$ cat config.mk
export PLATFORM = sky130hd
export DESIGN_NAME = lsu_seq_flat
export DESIGN_NICKNAME = d
export VERILOG_FILES = /design/src/rtl/lsu_seq_if.sv /design/src/rtl/lsu_seq.sv /design/src/flat_wrapper.sv
export SDC_FILE = /design/constraint.sdc
export NUM_CORES = 1
export LEC_CHECK = 0
export CAP_MARGIN = 40
export CORE_UTILIZATION = 50
export CTS_CLUSTER_DIAMETER = 80
export DETAILED_ROUTE_END_ITERATION = 7
export DONT_BUFFER_PORTS = 1
export PLACE_DENSITY = 0.77
export SLEW_MARGIN = 20
export SYNTH_ARGS = -nofsm -noshare
export SYNTH_HDL_FRONTEND = slang
export SYNTH_SLANG_ARGS = --single-unit
$ cat constraint.sdc
create_clock -name clk -period 4.7 [get_ports clk]
set_input_delay 1.41 -clock clk [delete_from_list [all_inputs] [get_ports clk]]
set_output_delay 1.41 -clock clk [all_outputs]
set_load 0.01 [all_outputs]
$ cat src/rtl/lsu_seq_if.sv
// Data-memory request/acknowledge bus between the load/store sequencer and data memory.
// The sequencer is the master; it holds mem_req until mem_ack or its own timeout.
interface lsu_seq_if;
  logic        mem_req;
  logic        mem_we;
  logic [15:0] mem_addr;
  logic [7:0]  mem_wdata;
  logic        mem_ack;
  logic [7:0]  mem_rdata;

  modport master (output mem_req, mem_we, mem_addr, mem_wdata,
                  input  mem_ack, mem_rdata);
  modport slave  (input  mem_req, mem_we, mem_addr, mem_wdata,
                  output mem_ack, mem_rdata);
endinterface

$ cat src/rtl/lsu_seq.sv
// Pointer-based load/store sequencer: one byte access at {ptr_hi,ptr_lo}, then a register-file
// write-back and optional pointer-pair post-increment/decrement strobe.
module lsu_seq #(
  parameter int TIMEOUT = 16
) (
  input  logic              clk,
  input  logic              rst_n,
  input  logic              start,
  input  logic              is_store,
  input  logic [1:0]        post_mode,
  input  logic [3:0]        ptr_sel,
  input  logic [3:0]        dest_sel,
  input  logic [7:0]        ptr_hi,
  input  logic [7:0]        ptr_lo,
  input  logic [7:0]        store_data,
  output logic              busy,
  output logic              done,
  output logic              err,
  lsu_seq_if.master         mem,
  output logic              rf_write_en,
  output logic [3:0]        rf_in_select,
  output logic [7:0]        rf_in,
  output logic              rf_inc,
  output logic              rf_dec,
  output logic [3:0]        rf_pair_sel
);

  localparam int CNT_W = (TIMEOUT > 1) ? $clog2(TIMEOUT) : 1;

  typedef enum logic [1:0] {IDLE, REQ, WB, FAIL} state_t;

  state_t             state_q, state_d;
  logic [CNT_W-1:0]   cnt_q;
  logic [15:0]        addr_q;
  logic [7:0]         wdata_q, rdata_q;
  logic [3:0]         ptr_q, dest_q;
  logic [1:0]         pm_q;
  logic               store_q;
  logic               timeout_hit, hazard;

  assign timeout_hit = (cnt_q == CNT_W'(TIMEOUT - 1));
  // A load into either half of the pointer pair overrides the post-modify of that pair.
  assign hazard      = !store_q && (dest_q[3:1] == ptr_q[3:1]);

  // NOTE: sequential state uses non-blocking assignments so every register samples pre-edge values.
  always_ff @(posedge clk or negedge rst_n) begin
    if (!rst_n) state_q <= IDLE;
    else        state_q <= state_d;
  end

  // NOTE: the capture registers are few and feed outputs directly, so they are reset to keep outputs 0.
  always_ff @(posedge clk or negedge rst_n) begin
    if (!rst_n) begin
      cnt_q   <= '0;
      addr_q  <= '0;
      wdata_q <= '0;
      rdata_q <= '0;
      ptr_q   <= '0;
      dest_q  <= '0;
      pm_q    <= '0;
      store_q <= 1'b0;
    end else begin
      case (state_q)
        IDLE: if (start) begin
          cnt_q   <= '0;
          addr_q  <= {ptr_hi, ptr_lo};
          wdata_q <= store_data;
          ptr_q   <= ptr_sel;
          dest_q  <= dest_sel;
          pm_q    <= post_mode;
          store_q <= is_store;
        end
        REQ: begin
          if (mem.mem_ack) rdata_q <= mem.mem_rdata;
          else             cnt_q   <= cnt_q + 1'b1;
        end
        default: ;
      endcase
    end
  end

  // NOTE: every always_comb output gets a default first so no path can infer a latch.
  always_comb begin
    state_d = state_q;
    case (state_q)
      IDLE: if (start) state_d = ptr_sel[0] ? FAIL : REQ;
      REQ: begin
        if (mem.mem_ack)      state_d = WB;
        else if (timeout_hit) state_d = FAIL;
      end
      WB:      state_d = IDLE;
      FAIL:    state_d = IDLE;
      default: state_d = IDLE;
    endcase
  end

  always_comb begin
    busy          = (state_q != IDLE);
    done          = (state_q == WB) || (state_q == FAIL);
    err           = (state_q == FAIL);
    mem.mem_req   = (state_q == REQ);
    mem.mem_we    = (state_q == REQ) && store_q;
    mem.mem_addr  = addr_q;
    mem.mem_wdata = wdata_q;
    rf_write_en   = (state_q == WB) && !store_q;
    rf_inc        = (state_q == WB) && (pm_q == 2'b01) && !hazard;
    rf_dec        = (state_q == WB) && (pm_q == 2'b10) && !hazard;
    rf_in_select  = dest_q;
    rf_in         = rdata_q;
    rf_pair_sel   = ptr_q;
  end

endmodule

$ cat src/flat_wrapper.sv
// flat-port wrapper written by rule: the top's interface ports become plain ports
module lsu_seq_flat 
#(
  parameter int TIMEOUT = 16
)
  (clk, rst_n, start, is_store, post_mode, ptr_sel, dest_sel, ptr_hi, ptr_lo, store_data, busy, done, err, rf_write_en, rf_in_select, rf_in, rf_inc, rf_dec, rf_pair_sel, mem_mem_req, mem_mem_we, mem_mem_addr, mem_mem_wdata, mem_mem_ack, mem_mem_rdata);
  lsu_seq_if mem_i ();
  input  logic clk;
  input  logic rst_n;
  input  logic start;
  input  logic is_store;
  input  logic [1:0] post_mode;
  input  logic [3:0] ptr_sel;
  input  logic [3:0] dest_sel;
  input  logic [7:0] ptr_hi;
  input  logic [7:0] ptr_lo;
  input  logic [7:0] store_data;
  output logic busy;
  output logic done;
  output logic err;
  output logic rf_write_en;
  output logic [3:0] rf_in_select;
  output logic [7:0] rf_in;
  output logic rf_inc;
  output logic rf_dec;
  output logic [3:0] rf_pair_sel;
  output wire logic [$bits(mem_i.mem_req)-1:0] mem_mem_req;
  output wire logic [$bits(mem_i.mem_we)-1:0] mem_mem_we;
  output wire logic [$bits(mem_i.mem_addr)-1:0] mem_mem_addr;
  output wire logic [$bits(mem_i.mem_wdata)-1:0] mem_mem_wdata;
  input wire logic [$bits(mem_i.mem_ack)-1:0] mem_mem_ack;
  input wire logic [$bits(mem_i.mem_rdata)-1:0] mem_mem_rdata;
  assign mem_mem_req = mem_i.mem_req;
  assign mem_mem_we = mem_i.mem_we;
  assign mem_mem_addr = mem_i.mem_addr;
  assign mem_mem_wdata = mem_i.mem_wdata;
  assign mem_i.mem_ack = mem_mem_ack;
  assign mem_i.mem_rdata = mem_mem_rdata;
  lsu_seq #(.TIMEOUT(TIMEOUT)) u_core (.clk(clk), .rst_n(rst_n), .start(start), .is_store(is_store), .post_mode(post_mode), .ptr_sel(ptr_sel), .dest_sel(dest_sel), .ptr_hi(ptr_hi), .ptr_lo(ptr_lo), .store_data(store_data), .busy(busy), .done(done), .err(err), .mem(mem_i), .rf_write_en(rf_write_en), .rf_in_select(rf_in_select), .rf_in(rf_in), .rf_inc(rf_inc), .rf_dec(rf_dec), .rf_pair_sel(rf_pair_sel));
endmodule
==> results.py, run 1 <==
metrics = {
    "placed_design": {
        "portBuffers": 0,
        "dp_hpwl_mm": 2.49,
        "dp_slack_ps": 1900,
        "finalWeightedCongestion": 0.688,
    },
    "power_and_ir_drop": {
        "cellLeakagePower_nw": 1.08,
        "vdd_drop_max_mv": 0.338,
        "p_per_area_nw_per_um2": 706,
    },
    "layout": {
        "diodes": 0,
        "drive_gt1_frac": 0.0976,
        "syn2layout_area_growth_pct": 6.33,
        "fin_nets": 252,
        "fill_cells": 346,
    },
    "synthesis": {
        "syn_avg_cell_area_um2": 9.60,
        "yosys_warnings": 0,
        "syn-cell-area_um2": 1980,
        "synth_cell_types": 26,
        "synth_nets": 254,
        "ys_seq_area_frac": 0.620,
        "synth_seq_cells": 49,
        "yosysTopAreaCell": "dfrtp_1",
        "syn_inst": 206,
        "post-synth-top-area-fraction": 0.620,
        "yosys-top-cells-area": "dfrtp_1 62%, nand2_1 20%, mux2_2 4.6%",
    },
    "sta": {
        "hold_viol": 0,
        "fin_setup_tns_ps": 0,
        "fin_crit_sh": 0.663,
        "fin_ws_ps": 1580,
        "final-max-slew-violation-count": 0,
        "slew_headroom": 0.469,
        "period_needed_ps": 3120,
        "rsz0062_at_grt": "no",
        "setup_viol": 0,
        "skew_ps": 2.46,
        "max_freq_ghz": 0.321,
        "tightest_slew_ps": 796,
    },
    "setup_path": {
        "cp-start-kind": "flop",
        "crit_start": "u_core.state_q[1]",
        "end_kind": "output port",
        "crit_end": "rf_inc",
        "r2r_slack_ps": 2960,
        "r2r_cells": 3,
        "rr_startpoint": "u_core.state_q[1]",
        "cp_max_fo": 9,
        "r2r_end": "u_core.cnt_q[1]",
        "worstSetupPathType": "flop to output port",
        "worstPathRequired_ps": 3290,
        "crit_arrival_ps": 1710,
    },
    "flow_run": {
        "cap_violations": 0,
    },
    "cts": {
        "root_buffer": "clkbuf_8",
        "h-tree-depth": 2,
        "cts.sinks": 49,
        "cts-hold-fix-buffers": 0,
        "cts_tree": "built",
        "cts.path.max_buffers": 2,
        "clk_pin_slew_ps": 80,
        "cts-buffers-inserted": 5,
        "post_cts_buffers": 0,
        "postCtsResizedCells": 0,
        "clkLatencyLatePin_ps": 280,
    },
    "worst_hold_path": {
        "min_path_type": "flop to flop",
    },
    "global_routing": {
        "gr-total-overflow": 0,
        "grt_pass1_vias": 1333,
        "antenna_found_initial": 0,
        "grt_usage": 0.183,
        "grt_max_degree": 50,
        "grt_pass1_wl_mm": 5.73,
    },
    "detailed_routing": {
        "drt_iter0_drc": 56,
        "wl_per_cell_um": 14.1,
        "route.vias.total": 1339,
        "drc": 0,
        "dr.pass1.iters": 4,
        "postRouteAntennaNets": 0,
        "routed_wl_mm": 3.56,
        "vias_per_cell": 5.29,
    },
    "die": {
        "dieArea_um2": 4210,
        "die-height_um": 64.9,
        "initial_core_util": 0.532,
        "die_x_um": 64.9,
        "row_count": 22,
        "io-pin-count": 95,
        "core_um2": 3720,
    },
    "outcome": {
        "outcome": "complete, no violations",
    },
}
## per-layer routing
metal  routed length, um  share of wire  global-route usage
met5                   0              0                   0
met4                   8         0.0022              0.0500
met1                1480           0.41               0.196
met3                 358           0.10              0.0968
met2                1720           0.48               0.311
## placed cells by master, fill, tap and decap left out
cell type / count
nor3b_4: 1
clkbuf_8: 7
inv_1: 2
nand3_1: 3
or3b_1: 1
ha_1: 1
o21ai_0: 4
nor4_1: 1
nor3_1: 1
or2b_1: 1
or3_1: 2
nor2b_1: 1
or3b_2: 1
dfrtp_1: 49
or2_2: 1
a21oi_1: 3
xor2_1: 3
nand2_1: 107
mux2_2: 8
a31oi_1: 1
buf_4: 1
and2_1: 2
clkinv_2: 1
nor2_1: 1
nor4b_1: 2
## cell usage after synthesis, drive strengths merged
| cell | n |
|---|---|
| clkbuf | 6 |
| nand3 | 3 |
| dfrtp | 49 |
| nor4b | 2 |
| nor2b | 1 |
| nor2 | 1 |
| buf | 4 |
| nand2 | 107 |
| nor4 | 1 |
| ha | 1 |
| mux2 | 8 |
| or3 | 2 |
| nor3b | 1 |
| xor2 | 3 |
| o21ai | 4 |
| and2 | 2 |
| nor3 | 1 |
| or2 | 1 |
| or2b | 1 |
| inv | 2 |
| or3b | 2 |
| a31oi | 1 |
| a21oi | 3 |
## cell families (layout without fill, tap and decap cells)
logic type                 Yosys count  after routing  synth area share
and+or+nand+nor                    125            125             0.265
DFF                                 49             49             0.620
buffers and inverters               12             11            0.0291
muxes                                8              8            0.0455
adders and majority gates            1              1           0.00632
xor gates and xnor gates             3              3            0.0133
AOI/OAI and AO/OA                    8              8            0.0209
## registers in the layout, indices dropped and copies added, names as in the netlist
signal / flops
u_core.rf_in_select: 4
u_core.cnt_q: 4
u_core.rf_pair_sel: 4
u_core.pm_q: 2
u_core.store_q: 1
u_core.state_q: 2
u_core.mem.mem_addr: 16
u_core.mem.mem_wdata: 8
u_core.rf_in: 8
## final cells by class
type                       count  area, um^2  share of cell area
sequential                    49        1230               0.583
multi-input combinational    145         701               0.333
clock buffer                   7        96.3              0.0458
tap                           48        60.1              0.0286
timing repair buffer           1        7.51             0.00357
inverter                       2        7.51             0.00357
clock inverter                 1        5.00             0.00238
## worst max-delay path: stages, from the launching register on
cell	delay, ps
dfrtp_1	540
or2b_1	290
nor4b_1	580
## per-stage QoR
step / instance area [um^2] / cells / hold WS (ps) / utilization / power [mW]
after floorplan: 1980 / 206 / 461 / - / 1.15
after global placement: 2000 / 245 / 507 / 0.539 / 1.23
after detailed placement: 2000 / 245 / 513 / 0.539 / 1.25
after CTS: 2100 / 253 / 535 / 0.566 / 1.51
after global routing: 2100 / 253 / 564 / 0.566 / 1.62
final: 2100 / 253 / 531 / 0.566 / 1.49
## power breakdown
| part | switching [mW] | leakage (nW) | internal (mW) |
|---|---|---|---|
| sequential | 0.239 | 0.607 | 0.619 |
| combinational | 0.219 | 0.422 | 0.153 |
| clock | 0.122 | 0.0542 | 0.133 |
| total | 0.581 | 1.08 | 0.905 |
## worst min path at each step
| stage | startpoint | endpoint | slack [ps] | cells past startpoint |
|---|---|---|---|---|
| 6_report | u_core.pm_q[0] | u_core.pm_q[0] | 530 | 2 |
| 5_1_grt | u_core.mem.mem_addr[4] | u_core.mem.mem_addr[4] | 560 | 2 |
| 4_1_cts | u_core.pm_q[0] | u_core.pm_q[0] | 540 | 2 |
| 3_5_place_dp | u_core.pm_q[0] | u_core.pm_q[0] | 510 | 2 |
| 3_3_place_gp | u_core.pm_q[0] | u_core.pm_q[0] | 510 | 2 |
| 2_1_floorplan | u_core.pm_q[0] | u_core.pm_q[0] | 460 | 2 |
Note: power is estimated with default switching activity, not from simulation.
==> run 2, diff against run 1 <==
clock period = 3 ns   (was 4.7 ns; I/O delays follow)
==> run 2 against run 1 <==
Effect of this change: design area grew 0.71%; register-to-register slack lost 1700 ps; non-clock buffer count is the same.
==> results.py, run 2 (synthesized netlist as in run 1, its figures left out) <==
metrics = {
    "die": {
        "die-height_um": 64.9,
        "row_count": 22,
        "core_um2": 3720,
        "die_x_um": 64.9,
        "dieArea_um2": 4210,
        "initial_core_util": 0.532,
        "io-pin-count": 95,
    },
    "global_routing": {
        "gr-usage-met3": 0.0792,
        "grt_pass1_wl_mm": 5.62,
        "antenna_found_initial": 0,
        "grt-busiest-layer": "met2",
        "gr-total-overflow": 0,
        "grt_max_degree": 50,
        "grt_usage": 0.179,
        "grt_pass1_vias": 1274,
        "use_met1": 0.203,
        "grt_util_met2": 0.302,
    },
    "setup_path": {
        "cp_max_fo": 9,
        "worstSetupPathType": "flop to output port",
        "cpPeakStageDelay_ps": 550,
        "r2r_slack_ps": 1270,
        "crit_buf_inv": 0,
        "crit_arrival_ps": 1670,
        "worstPathRequired_ps": 2100,
        "crit_path_top_delay_cell": "dfrtp_1",
        "end_kind": "output port",
        "cp-start-kind": "flop",
        "crit_chain": "or2b_1, nor4b_1",
        "crit_family": "simple AND/OR/NAND/NOR gates",
    },
    "layout": {
        "drive_gt1_frac": 0.0927,
        "final_cell_area_um2": 2120,
        "syn2layout_area_growth_pct": 7.08,
        "largest_reg_flops": 16,
        "final_common_cell": "nand2_1",
        "final_cell_mix": "107 x nand2_1, 49 x dfrtp_1, 8 x mux2_2",
        "fin_nets": 252,
        "stdcell_count": 253,
        "diodes": 0,
    },
    "sta": {
        "hold_ws_ps": 296,
        "period_needed_ps": 2570,
        "slew_headroom": 0.483,
        "fin_crit_sh": 0.858,
        "rsz0062_at_grt": "no",
        "skew_ps": 6.06,
        "tightest_slew_ps": 775,
        "final-max-slew-violation-count": 0,
        "max_freq_ghz": 0.389,
        "setup_viol": 0,
        "hold_viol": 0,
        "fin_setup_tns_ps": 0,
        "fin_ws_ps": 426,
    },
    "cts": {
        "post_cts_buffers": 0,
        "clkLatencyLatePin_ps": 290,
        "postCtsResizedCells": 0,
        "cts-hold-fix-buffers": 0,
        "cts_tree": "built",
        "clk_pin_slew_ps": 80,
        "h-tree-depth": 2,
        "cts.sinks": 49,
        "cts.path.max_buffers": 2,
        "cts-buffers-inserted": 5,
        "root_buffer": "clkbuf_8",
    },
    "detailed_routing": {
        "routed_wl_mm": 3.56,
        "route.vias.total": 1328,
        "drc": 0,
        "vias_per_cell": 5.25,
        "dr.pass1.iters": 4,
        "wl_per_cell_um": 14.1,
        "drt_iter0_drc": 59,
        "postRouteAntennaNets": 0,
    },
    "flow_run": {
        "cap_violations": 0,
    },
    "placed_design": {
        "dp_hpwl_mm": 2.47,
        "dp_slack_ps": 730,
        "portBuffers": 0,
        "finalWeightedCongestion": 0.706,
        "dp.cells": 245,
        "place_area_um2": 2000,
    },
    "worst_hold_path": {
        "min_path_type": "primary input to asynchronous set/reset pin",
    },
    "power_and_ir_drop": {
        "cellLeakagePower_nw": 1.09,
        "p_per_area_nw_per_um2": 1130,
        "vdd_drop_max_mv": 0.524,
    },
    "outcome": {
        "outcome": "complete, no violations",
    },
}
run 2: changes by cell type in the layout (fill, tap and decap cells not counted):
cell       before  now
clkbuf_8        7    6
clkbuf_1        0    1
clkinv_2        1    0
bufinv_16       0    1
run 2: metrics by stage:
stage                     power [mW]   util
after global routing            2.58  0.570
after floorplan                 1.80      -
after global placement          1.92  0.539
after CTS                       2.43  0.570
final                           2.39  0.570
after detailed placement        1.96  0.539
run 2: final timing paths:
path	from	to	depth (start not counted)
max in group asynchronous	rst_n	u_core.rf_in[2]	0
worst min-delay path	rst_n	u_core.mem.mem_addr[6]	0
min in group clk	u_core.pm_q[0]	u_core.pm_q[0]	2
worst max register to register	u_core.state_q[1]	u_core.cnt_q[1]	3
worst max-delay path	u_core.state_q[1]	rf_inc	2
worst min register to register	u_core.pm_q[0]	u_core.pm_q[0]	2
run 2: routing by layer:
layer / routed length, um / share of wire / vias up
met3: 342 / 0.096 / 2
met2: 1710 / 0.48 / 73
li1: - / - / 637
met5: 0 / 0 / -
met4: 8 / 0.0022 / 0
met1: 1500 / 0.42 / 616
run 2: cell type report:
| cell class | count | area (um^2) |
|---|---|---|
| fill | 340 | 1600 |
| multi-input combinational | 145 | 701 |
| timing repair buffer | 1 | 7.51 |
| tap | 48 | 60.1 |
| sequential | 49 | 1230 |
| inverter | 2 | 7.51 |
| clock inverter | 1 | 30.0 |
| clock buffer | 7 | 86.3 |
run 2: report_power, final:
group | internal [mW] | switching, mW
Sequential | 0.970 | 0.375
Clock | 0.272 | 0.197
Combinational | 0.240 | 0.340
==> run 3, diff against run 2 <==
CORE_MARGIN = 2   (was default)
==> run 3 against run 2 <==
Effect of this change: count of clock-buffer cells in the layout is the same; non-clock buffer count grew 1; sequential share of layout area up 0.21 points; global-route usage shrank 0.92 points; cell count is 0.40% higher; core utilization decreased by 0.62 points; register-to-register slack about the same; combinational power about the same; hold slack worse by 6.8 ps; clock power is 12% lower; highest routed layer unchanged.
==> results.py, run 3 (synthesized netlist as in run 1, its figures left out) <==
metrics = {
    "cts": {
        "cts_tree": "built",
        "clk_pin_slew_ps": 90,
        "h-tree-depth": 2,
        "root_buffer": "clkbuf_8",
        "cts-buffers-inserted": 5,
        "cts.sinks": 49,
        "postCtsResizedCells": 0,
        "post_cts_buffers": 0,
        "clkLatencyLatePin_ps": 290,
        "cts-hold-fix-buffers": 0,
        "cts.path.max_buffers": 2,
    },
    "die": {
        "dieArea_um2": 4480,
        "io-pin-count": 95,
        "initial_core_util": 0.528,
        "die-height_um": 66.9,
        "core_um2": 3740,
        "die_x_um": 66.9,
        "row_count": 22,
    },
    "global_routing": {
        "grt_usage": 0.170,
        "grt_pass1_vias": 1196,
        "grt_max_degree": 50,
        "antenna_found_initial": 0,
        "gr-total-overflow": 0,
        "grt_pass1_wl_mm": 5.51,
    },
    "sta": {
        "period_needed_ps": 2610,
        "max_freq_ghz": 0.384,
        "hold_viol": 0,
        "tightest_slew_ps": 765,
        "slew_headroom": 0.490,
        "skew_ps": 7.49,
        "final-max-slew-violation-count": 0,
        "setup_viol": 0,
        "fin_crit_sh": 0.869,
        "fin_setup_tns_ps": 0,
        "rsz0062_at_grt": "no",
    },
    "layout": {
        "diodes": 0,
        "multi_input_area_um2": 701,
        "syn2layout_area_growth_pct": 6.70,
        "largest_reg_flops": 16,
        "drive_gt1_frac": 0.102,
        "final_common_cell": "nand2_1",
        "fin_util": 0.564,
        "seqCellArea_um2": 1230,
        "fill_cells": 330,
        "fin_nets": 253,
        "final_cell_mix": "107 x nand2_1, 49 x dfrtp_1, 8 x mux2_2",
    },
    "setup_path": {
        "crit_arrival_ps": 1710,
        "cp_max_fo": 9,
        "cp-start-kind": "flop",
        "r2r_slack_ps": 1280,
        "end_kind": "output port",
        "worstSetupPathType": "flop to output port",
        "worstPathRequired_ps": 2100,
    },
    "detailed_routing": {
        "wl_per_cell_um": 14.0,
        "dr.pass1.iters": 4,
        "vias_per_cell": 5.11,
        "drc": 0,
        "drt_iter0_drc": 92,
        "route.vias.total": 1297,
        "postRouteAntennaNets": 0,
        "routed_wl_mm": 3.56,
    },
    "flow_run": {
        "cap_violations": 0,
    },
    "power_and_ir_drop": {
        "p_per_area_nw_per_um2": 1110,
        "p_total_mw": 2.34,
        "cellLeakagePower_nw": 1.09,
        "vdd_drop_max_mv": 0.493,
    },
    "placed_design": {
        "finalWeightedCongestion": 0.731,
        "portBuffers": 0,
        "dp_hpwl_mm": 2.52,
    },
    "outcome": {
        "outcome": "complete, no violations",
    },
    "worst_hold_path": {
        "min_path_type": "primary input to asynchronous set/reset pin",
    },
}
-- run 3: changes by cell type in the layout (fill, tap and decap cells not counted) --
| cell | previous run | this run |
|---|---|---|
| buf_4 | 1 | 2 |
| clkbuf_8 | 6 | 7 |
| clkinv_2 | 0 | 1 |
| clkbuf_1 | 1 | 0 |
| bufinv_16 | 1 | 0 |
-- run 3: final timing paths --
check                             startpoint                     end  cells past startpoint
min                                    rst_n   u_core.rf_pair_sel[2]                      0
min in group clk              u_core.pm_q[1]          u_core.pm_q[1]                      2
min reg2reg                   u_core.pm_q[1]          u_core.pm_q[1]                      2
max reg2reg                u_core.state_q[1]         u_core.cnt_q[1]                      3
max in group asynchronous              rst_n  u_core.rf_in_select[3]                      0
max                        u_core.state_q[1]                  rf_inc                      2
-- run 3: routing by layer --
layer	share of wire	vias to the layer above	global-route usage
li1	-	638	-
met1	0.44	584	0.208
met2	0.45	70	0.258
met3	0.10	5	0.0861
met4	0.010	0	0.0587
met5	0	-	0
-- run 3: area by class of cell --
cell class	instances	area share
well taps	48	0.0285
repair buffers	2	0.00711
multi-input cells	145	0.332
inverters	2	0.00356
flip-flops and latches	49	0.581
clock buffers	7	0.0456
clock inverters	1	0.00237
-- run 3: stage by stage --
stage / hold slack (ps) / instances / setup slack [ps] / cell area (um^2)
after floorplan: 461 / 206 / 903 / 1980
after global placement: 483 / 246 / 748 / 2010
after detailed placement: 506 / 246 / 702 / 2010
after CTS: 280 / 254 / 367 / 2110
after global routing: 265 / 254 / 284 / 2110
final: 289 / 254 / 393 / 2110
-- run 3: power breakdown --
group | internal (mW) | switching (mW) | total, mW
Sequential | 0.970 | 0.377 | 1.35
Combinational | 0.247 | 0.337 | 0.583
Clock | 0.208 | 0.203 | 0.411
-- run 3: worst max-delay path: stages (launching register included) --
cell and delay (ps):
dfrtp_1 540, or2b_1 310, nor4b_1 560
